<file path="config.mk">
export PLATFORM = sky130hd
export DESIGN_NAME = audio_sample_reader
export DESIGN_NICKNAME = d
export VERILOG_FILES = /design/src/rtl/audio_pkg.sv /design/src/rtl/audio_sample_fifo.sv /design/src/rtl/audio_sample_reader.sv
export SDC_FILE = /design/constraint.sdc
export NUM_CORES = 1
export LEC_CHECK = 0
export ABC_AREA = 1
export BUFFER_PORTS_ARGS = -buffer_cell sky130_fd_sc_hd__buf_2
export CORE_UTILIZATION = 30
export CTS_BUF_LIST = sky130_fd_sc_hd__clkbuf_8 sky130_fd_sc_hd__clkbuf_16
export CTS_CLUSTER_SIZE = 10
export DETAILED_ROUTE_END_ITERATION = 8
export HOLD_SLACK_MARGIN = 0.08
export PLACE_DENSITY = 0.51
export SLEW_MARGIN = 20
export SYNTH_ARGS = -nofsm -noshare
export SYNTH_HDL_FRONTEND = slang
export SYNTH_SLANG_ARGS = --single-unit
</file>
<file path="constraint.sdc">
create_clock -name clk -period 4.14 [get_ports clk]
set_input_delay 0.207 -clock clk [delete_from_list [all_inputs] [get_ports clk]]
set_output_delay 0.207 -clock clk [all_outputs]
set_load 0.005 [all_outputs]
</file>
<file path="src/rtl/audio_pkg.sv">
// Shared constants and playback FSM encoding for the audio sample reader.
package audio_pkg;

    localparam int DEFAULT_ADDR_W = 13;
    localparam int DEFAULT_DATA_W = 32;

    typedef enum logic [1:0] {
        IDLE  = 2'd0,
        RUN   = 2'd1,
        DRAIN = 2'd2
    } state_t;

endpackage

</file>
<file path="src/rtl/audio_sample_fifo.sv">
// Show-ahead synchronous FIFO sitting between the sample memory and the codec stream.
// A push into a full FIFO is accepted when a pop happens in the same cycle.
module audio_sample_fifo #(
    parameter int DEPTH = 4,
    parameter int WIDTH = 32
) (
    input  logic                    clk,
    input  logic                    reset,
    input  logic                    i_flush,
    input  logic                    i_push,
    input  logic [WIDTH-1:0]        i_data,
    input  logic                    i_pop,
    output logic [WIDTH-1:0]        o_data,
    output logic                    o_full,
    output logic                    o_empty,
    output logic [$clog2(DEPTH):0]  o_count
);

    localparam int PTR_W = $clog2(DEPTH);
    localparam int CNT_W = PTR_W + 1;

    logic [WIDTH-1:0] r_mem [DEPTH];
    logic [PTR_W:0]   r_wr_ptr;
    logic [PTR_W:0]   r_rd_ptr;
    logic             w_push;
    logic             w_pop;

    // Pointers carry one extra wrap bit so full and empty are distinguishable.
    assign o_count = r_wr_ptr - r_rd_ptr;
    assign o_empty = (o_count == '0);
    assign o_full  = (o_count == CNT_W'(DEPTH));
    assign w_pop   = i_pop && !o_empty;
    assign w_push  = i_push && (!o_full || w_pop);
    assign o_data  = r_mem[r_rd_ptr[PTR_W-1:0]];

    // NOTE: sequential state uses non-blocking assignments so every register samples pre-edge values.
    always_ff @(posedge clk or posedge reset) begin
        if (reset) begin
            r_wr_ptr <= '0;
            r_rd_ptr <= '0;
        end else if (i_flush) begin
            r_wr_ptr <= '0;
            r_rd_ptr <= '0;
        end else begin
            if (w_push) r_wr_ptr <= r_wr_ptr + CNT_W'(1);
            if (w_pop)  r_rd_ptr <= r_rd_ptr + CNT_W'(1);
        end
    end

    // NOTE: storage is deliberately not reset; the pointers alone define which entries are valid.
    always_ff @(posedge clk) begin
        if (w_push && !i_flush) r_mem[r_wr_ptr[PTR_W-1:0]] <= i_data;
    end

endmodule

</file>
<file path="src/rtl/audio_sample_reader.sv">
// Streams a block of sample words from on-chip memory into a valid/ready codec stream,
// optionally looping, with credit-based flow control so returning read data is never dropped.
module audio_sample_reader
    import audio_pkg::*;
#(
    parameter int ADDR_W     = DEFAULT_ADDR_W,
    parameter int DATA_W     = DEFAULT_DATA_W,
    parameter int FIFO_DEPTH = 4
) (
    input  logic                clk,
    input  logic                reset,
    input  logic                start,
    input  logic                stop,
    input  logic                loop_en,
    input  logic [ADDR_W-1:0]   base_addr,
    input  logic [ADDR_W:0]     length,
    output logic                busy,
    output logic                done,
    output logic [ADDR_W-1:0]   mem_address,
    output logic                mem_chipselect,
    output logic                mem_write,
    output logic [DATA_W/8-1:0] mem_byteenable,
    output logic                mem_clken,
    input  logic [DATA_W-1:0]   mem_readdata,
    output logic [DATA_W-1:0]   sample_data,
    output logic                sample_valid,
    input  logic                sample_ready
);

    localparam int CNT_W = $clog2(FIFO_DEPTH) + 1;
    localparam int LEN_W = ADDR_W + 1;

    state_t            r_state;
    state_t            w_next_state;
    logic [ADDR_W-1:0] r_base;
    logic [ADDR_W-1:0] r_rd_ptr;
    logic [LEN_W-1:0]  r_length;
    logic [LEN_W-1:0]  r_remaining;
    logic              r_loop;
    logic              r_inflight;
    logic              w_issue;
    logic              w_last;
    logic              w_credit;
    logic              w_flush;
    logic              w_push;
    logic              w_pop;
    logic              w_full;
    logic              w_empty;
    logic [CNT_W-1:0]  w_count;
    logic [DATA_W-1:0] w_fifo_data;

    // A request is only issued when the FIFO is guaranteed room for its data one cycle later.
    assign w_credit = (w_count + CNT_W'(r_inflight)) < CNT_W'(FIFO_DEPTH);
    assign w_issue  = (r_state == RUN) && !stop && (r_remaining != '0) && w_credit;
    assign w_last   = (r_remaining == LEN_W'(1));

    assign busy           = (r_state != IDLE);
    assign mem_address    = r_rd_ptr;
    assign mem_chipselect = w_issue;
    assign mem_write      = 1'b0;
    assign mem_byteenable = '1;
    assign mem_clken      = 1'b1;

    assign w_push       = r_inflight && !w_flush;
    assign w_pop        = sample_valid && sample_ready;
    assign sample_valid = !w_empty;
    assign sample_data  = w_empty ? '0 : w_fifo_data;

    always_ff @(posedge clk or posedge reset) begin
        if (reset) r_state <= IDLE;
        else       r_state <= w_next_state;
    end

    // NOTE: every output of this block gets a default first, so no path can infer a latch.
    always_comb begin
        w_next_state = r_state;
        done         = 1'b0;
        w_flush      = 1'b0;
        case (r_state)
            IDLE: begin
                if (start) w_next_state = (length == '0) ? DRAIN : RUN;
            end
            RUN: begin
                if (stop) begin
                    w_next_state = IDLE;
                    w_flush      = 1'b1;
                end else if (w_issue && w_last && !r_loop) begin
                    w_next_state = DRAIN;
                end
            end
            DRAIN: begin
                if (stop) begin
                    w_next_state = IDLE;
                    w_flush      = 1'b1;
                end else if (!r_inflight && w_empty) begin
                    w_next_state = IDLE;
                    done         = 1'b1;
                end
            end
            default: w_next_state = IDLE;
        endcase
    end

    // With single-cycle read latency the in-flight word always retires in the stop cycle.
    always_ff @(posedge clk or posedge reset) begin
        if (reset) begin
            r_base      <= '0;
            r_length    <= '0;
            r_loop      <= 1'b0;
            r_rd_ptr    <= '0;
            r_remaining <= '0;
            r_inflight  <= 1'b0;
        end else begin
            r_inflight <= w_issue;
            if (r_state == IDLE && start) begin
                r_base      <= base_addr;
                r_length    <= length;
                r_loop      <= loop_en;
                r_rd_ptr    <= base_addr;
                r_remaining <= length;
            end else if (w_issue) begin
                if (w_last && r_loop) begin
                    r_rd_ptr    <= r_base;
                    r_remaining <= r_length;
                end else begin
                    r_rd_ptr    <= r_rd_ptr + ADDR_W'(1);
                    r_remaining <= r_remaining - LEN_W'(1);
                end
            end
        end
    end

    audio_sample_fifo #(
        .DEPTH (FIFO_DEPTH),
        .WIDTH (DATA_W)
    ) u_fifo (
        .clk     (clk),
        .reset   (reset),
        .i_flush (w_flush),
        .i_push  (w_push),
        .i_data  (mem_readdata),
        .i_pop   (w_pop),
        .o_data  (w_fifo_data),
        .o_full  (w_full),
        .o_empty (w_empty),
        .o_count (w_count)
    );

endmodule
</file>
* Word-level counts from Yosys, hierarchy flattened *
Memories as Yosys holds them, arrays and structs flattened.
Index checks and enable logic that the tools add are counted.
W data, S select, Z words.

word-level totals
  register bits = 64
  bits in writable memories = 128
  input bits = 65
  output and inout port bits = 55
  logic and storage cells = 79
  memories = 1

cells by class
  add/sub/neg operators = 6
  order comparisons = 1
  equality and inequality tests = 7
  muxes and demuxes = 25
  reductions and logical operators = 30

memory list
  name          words  bits a word  read ports  clocked after memory_dff  wr ports  line                     source
  u_fifo.r_mem  4      32           1           0                         1         audio_sample_fifo.sv:22  logic [WIDTH-1:0] r_mem [DEPTH];

operator list
  operator                 count
  $mux W14                 3
  $mux W13                 3
  $mux W32                 1
  $eq A14 B1 Y1 const B    1
  $logic_not A14 Y1        1
  $reduce_bool A14 Y1      1
  $sub A14 B1 Y14 const B  1
  $add A13 B1 Y13 const B  1
  $logic_and A1 B1 Y1      13
  $mux W2                  6
  $mux W3                  4
  $reduce_bool A2 Y1       4
  $mux W1                  7
  $add A3 B1 Y3 const B    2
  $logic_not A1 Y1         6
  $pmux W2 S3              1
  $add A3 B1 Y3            1
  $eq A3 B3 Y1 const B     1
  $logic_not A3 Y1         1
  $lt A3 B3 Y1 const B     1
  $ne A3 B2 Y1 const B     1
  $ne A3 B3 Y1 const B     1
  $reduce_and A3 Y1        1
  $sub A3 B3 Y3            1
  other kinds (6)          6

* Longest topological paths before layout *
  depth in word-level cells = 10
  depth in mapped cells = 15
  mapped depth without buffers = 15

* Hierarchy *
Synthesis repeated with hierarchy kept, for this count alone.

second synthesis, totals
  cells, all modules = 943
  area, all modules = 9044.9 um^2

by module, submodules not included
  module               times used  cells each  area each (um^2)  seq. area each (um^2)
  audio_sample_fifo    1           377         5257.5            3993.8
  audio_sample_reader  1           566         3787.4            1451.4

* Worst setup path after synthesis *
OpenSTA, ideal clock, no wires.

  path kind = register to register
  start point = reg u_fifo.r_wr_ptr[0]
  end point = mem u_fifo.r_mem[3][0], enable pin
  library setup time = 0.422 ns
  data arrival time = 2.948 ns
  required time = 3.718 ns
  setup slack = 0.769 ns
  stages on the path, launching flop included = 13
  path buffers = 0
  clock period less this slack = 3.371 ns
  cell sequence = dfrtp_1 -> inv_1 -> ha_1 -> fa_1 -> inv_1 -> nand2_1 -> nand2_1 -> nand2_1 -> nand3_1 -> nand2_1 -> inv_1 -> nand2_1 -> nor2_1

on the way
  longest elaborated chain between the ends = 10
  elaborated cells on any way between the ends = 12
  those cells by class = add/sub (1); eq/ne (1); mux (2); reduce/logical (8)

ends and longest elaborated chain
  element                        line                                                source
  from (decl)                    audio_sample_fifo.sv:23                             logic [PTR_W:0] r_wr_ptr;
  from (signal assigned)         audio_sample_fifo.sv:45                             if (w_push) r_wr_ptr <= r_wr_ptr + CNT_W'(1);
  $sub A3 B3 Y3                  audio_sample_fifo.sv:29                             assign o_count = r_wr_ptr - r_rd_ptr;
  $logic_not A3 Y1               audio_sample_fifo.sv:30                             assign o_empty = (o_count == '0);
  $logic_not A1 Y1               audio_sample_fifo.sv:32, audio_sample_reader.sv:66
  $logic_and A1 B1 Y1            audio_sample_reader.sv:65                           assign w_pop = sample_valid && sample_ready;
  $logic_and A1 B1 Y1            audio_sample_fifo.sv:32                             assign w_pop = i_pop && !o_empty;
  $logic_or A1 B1 Y1             audio_sample_fifo.sv:33                             assign w_push = i_push && (!o_full || w_pop);
  $logic_and A1 B1 Y1            audio_sample_fifo.sv:33
  $logic_and A1 B1 Y1            audio_sample_fifo.sv:52                             if (w_push && !i_flush) r_mem[r_wr_ptr[PTR_W-1:0]] <= i_data;
  $mux W1                        audio_sample_fifo.sv:52
  $mux W1 (implied by the code)  audio_sample_fifo.sv:52
  to (decl)                      audio_sample_fifo.sv:22

Parallel ways exist; a longest one is shown, timed or not.

* Worst setup path in the final report *
  start point = reg u_fifo.r_rd_ptr[0]
  end point = out sample_data[29]

on the way
  longest elaborated chain between the ends = 3
  elaborated cells on any way between the ends = 4
  those cells by class = add/sub (1); mux (1); reduce/logical (1); memory (1)

ends and longest elaborated chain
  element                 line                       source
  from (decl)             audio_sample_fifo.sv:24    logic [PTR_W:0] r_rd_ptr;
  from (signal assigned)  audio_sample_fifo.sv:46    if (w_pop) r_rd_ptr <= r_rd_ptr + CNT_W'(1);
  $sub A3 B3 Y3           audio_sample_fifo.sv:29
  $logic_not A3 Y1        audio_sample_fifo.sv:30
  $mux W32 *              audio_sample_reader.sv:67  assign sample_data = w_empty ? '0 : w_fifo_data;
  to (decl)               audio_sample_reader.sv:25  output logic [DATA_W-1:0] sample_data,

Every way passes the cells marked *; elsewhere a longest branch is shown, timed or not.

==> PnR_summary.wiki <==
{| class="wikitable"
! Metric !! Value
|-
| Result of the run || completed
|-
| Max_slew headroom || 0.344
|-
| R2R cell count || 13
|-
| Share of synthesized area occupied by flip-flops and latches || 0.606
|-
| Count of nets left with antenna violations after detail routing || 0
|-
| Ratio of total power to cell area || slightly below 700 nW/um^2
|-
| Yosys warning total || 0
|-
| CTS max path bufs || 2
|-
| Origin of the critical flop-to-flop path || u_fifo.r_wr_ptr[0]$_DFFE_PP0P_
|-
| Max-Cap Viols || 0
|-
| VDD IR max || 289 uV
|-
| Diodes inserted || 0
|-
| Setup crit start kind || flip-flop
|-
| Clk Latency, worst-skew pair || 0.45 ns
|-
| Capturing point of the worst reg2reg path || u_fifo.r_mem[3][26]$_DFFE_PP_
|-
| Worst Tran Pin Value || 0.980 ns
|-
| Kind of capture point of the worst setup path || primary output
|-
| Synthesized area || 8980 um^2
|-
| Worst hold slack across all endpoints || 0.0988 ns
|-
| Via count of the first global-routing pass || 6505
|-
| RSZ-0062 raised after global routing || no
|-
| Number of design rule violations left after detail routing || 0
|-
| Overall overflow remaining after global route || 0
|-
| Post-route clock period utilization || 0.728
|-
| Root Buffer || clkbuf_16
|-
| Inserted Clock Buffers || 17
|-
| Number of H-tree branching levels || 4
|-
| Placement Setup Slack || 1.14 ns
|-
| Leading cell types in the layout, fill and taps excluded || 199 x nand2_1, 144 x nor2_1, 128 x edfxtp_1, 113 x buf_2, 85 x inv_1
|-
| Share of the synthesized area in the top cell type || 0.428
|-
| Cell taking the most area after synthesis || edfxtp_1
|-
| Worst reg-to-reg setup slack || 1.18 ns
|-
| Clock sink count || 192
|-
| Worst min-delay path category || primary input to flip-flop
|-
| Detailed Route WL || roughly 21 mm
|-
| Cell leakage power || about 4.8 nW
|-
| Half-perimeter wire length of the detailed placement result || 13.4 mm
|-
| Hold path endpoint || r_length[11]$_DFFE_PP0P_
|-
| Placeable core region || 29100 um^2
|-
| Full die area || 30600 um^2
|-
| Post-synthesis to final-layout area growth || 24.6%
|-
| Maximum number of pins on one net before global-route repair || 67
|-
| Number of setup buffers added after CTS || 0
|-
| Worst Path Required || 3.93 ns
|-
| Largest fanout on the critical path || between 60 and 70
|-
| TritonCTS clock tree || built
|-
| Total routing usage reported by global routing || 0.144
|-
| Clock period minus worst slack || approximately 3 ns
|-
| Number of top-level design ports || 120
|-
| Clock skew after layout || 0.0204 ns
|-
| Average wire length per cell after detail routing || 14.4 um
|-
| Die X || 175 um
|-
| Highest Clock Rate || 332 MHz
|-
| Most common cell after layout, fill and taps aside || nand2_1
|-
| Average footprint of a synthesized cell || 9.78 um^2
|-
| # rows || a little over 60
|-
| Number of buffers inserted by port buffering || around 110
|-
| Ys flop type || edfxtp_1
|-
| Number of hold violations in the final report || 0
|-
| Ratio of cells with drive above 1 in the final layout || 0.175
|-
| Final-stage net count || 1159
|-
| Initial cell density of the core || 0.309
|-
| Number of fill cells in the layout || 2948
|-
| Number of distinct library cells after synthesis || 38
|-
| Placer's final routability congestion estimate || 0.767
|-
| Number of enable-type register cells in the synthesized netlist || roughly 130
|-
| Biggest area contributors in the synthesized netlist || edfxtp_1 43%, dfrtp_1 18%, nand2_1 8.3%
|-
| Hold Path Depth || 3
|-
| Post-Route Setup TNS || 0 ns
|-
| Final number of max-transition violations || 0
|-
| Number of vias per cell after detailed routing || 4.57
|-
| Y dimension of the die || 175 um
|-
| Antenna violations before repair || 0
|-
| Launching instance or port of the critical path || u_fifo.r_rd_ptr[0]$_DFFE_PP0P_
|-
| Gate count after technology mapping || a little over 900
|-
| Fraction of synthesis flops using an asynchronous set or reset pin || 0.333
|-
| Global-route wire length before repair || 34.4 mm
|-
| Arrival time reported for the critical path endpoint || 2.81 ns
|-
| Post-synthesis register bit count || 192
|-
| Worst hold path startpoint || length[11]
|-
| Drt pass-1 iters || 5
|-
| CP Class || flip-flop to primary output
|-
| Post-CTS clock slew at the launch and capture registers of the worst setup and hold paths || roughly 0.08 ns
|-
| Post-layout worst setup margin || 1.13 ns
|-
| Number of endpoints failing setup at the final stage || 0
|-
| Number of vias in the routed layout || around 6800
|-
| Starting DRC count in detailed routing || between 400 and 500
|}
logic make-up (layout without fill, tap and decap cells):
family          after synthesis  in the layout  share of synthesized area
xor+xnor                     13             13                     0.0127
flops                       192            192                      0.606
simple gates                438            438                      0.207
compound gates              125            125                     0.0886
other cells                   2              6                   0.000836
buf+inv                     134            305                     0.0640
fa+ha+maj                    14             14                     0.0203
layout make-up:
type | instances | area [um^2] | area share
inverter | 89 | 334 | 0.0299
sequential | 192 | 5450 | 0.487
timing repair buffer | 184 | 1270 | 0.114
clock buffer | 17 | 425 | 0.0380
multi-input combinational | 596 | 3010 | 0.269
tap | 384 | 480 | 0.0429
clock inverter | 15 | 223 | 0.0199
worst max path at each step:
stage,end,slack (ns),cells past startpoint
floorplan,u_fifo.r_mem[3][0]$_DFFE_PP_,0.77,12
global placement,u_fifo.r_mem[3][19]$_DFFE_PP_,1.19,13
detailed placement,u_fifo.r_mem[3][18]$_DFFE_PP_,1.14,13
CTS,sample_data[23],1.03,8
global route,sample_data[23],0.78,8
finish,sample_data[29],1.13,8
stage by stage:
| step | util | std cells | power [mW] | area [um^2] |
|---|---|---|---|---|
| after global placement | 0.342 | 1385 | 5.77 | 9940 |
| after floorplan | - | 922 | 4.75 | 8990 |
| after global routing | 0.385 | 1477 | 8.14 | 11200 |
| final | 0.385 | 1477 | 7.54 | 11200 |
| after detailed placement | 0.342 | 1385 | 5.79 | 9940 |
| after CTS | 0.384 | 1476 | 7.62 | 11200 |
synthesized netlist by cell type (8+ instances only):
| master | instances |
|---|---|
| dfrtp_1 | 64 |
| buf_2 | 9 |
| nor2_1 | 148 |
| nor3_1 | 8 |
| nand3_1 | 55 |
| edfxtp_1 | 128 |
| nand2_1 | 199 |
| inv_1 | 87 |
| buf_4 | 8 |
| xor2_1 | 10 |
| ha_1 | 13 |
| o21ai_0 | 68 |
| o32ai_1 | 32 |
| clkbuf_1 | 23 |
per-layer routing:
metal / part of all wire / vias to the layer above / GRT usage
met2: 0.46 / 157 / 0.227
met1: 0.50 / 3193 / 0.201
met5: 0 / - / 0
met4: 0.012 / 0 / 0.0395
met3: 0.036 / 13 / 0.0261
li1: - / 3392 / -
flip-flops by register name, summed over array words and instances (netlist names):
register and cells:
r_loop 1, r_inflight 1, u_fifo.r_mem 128, r_length 14
r_base 13, u_fifo.r_wr_ptr 3, r_remaining 14, u_fifo.r_rd_ptr 3
r_state 2, mem_address 13
what timing repair did:
| item | in CTS | in global routing |
|---|---|---|
| endpoints found under the hold margin | 207 | 1 |
| hold buffers | 59 | 1 |
| setup endpoints to repair | 0 | 0 |
| gates resized for setup | 0 | 0 |
power breakdown:
part	leakage [nW]	switching [mW]	internal, mW
logic	2.54	1.96	1.14
registers	1.94	0.249	2.43
clock network	0.312	0.868	0.897
critical path: stages (launching register included):
cell	delay (ns)
dfrtp_2	0.40
buf_4	0.33
inv_2	0.63
buf_4	0.40
nor2_1	0.07
o32ai_1	0.22
nand2_1	0.08
inv_1	0.10
buf_2	0.12
No activity file was read; power rests on OpenSTA's default activity.
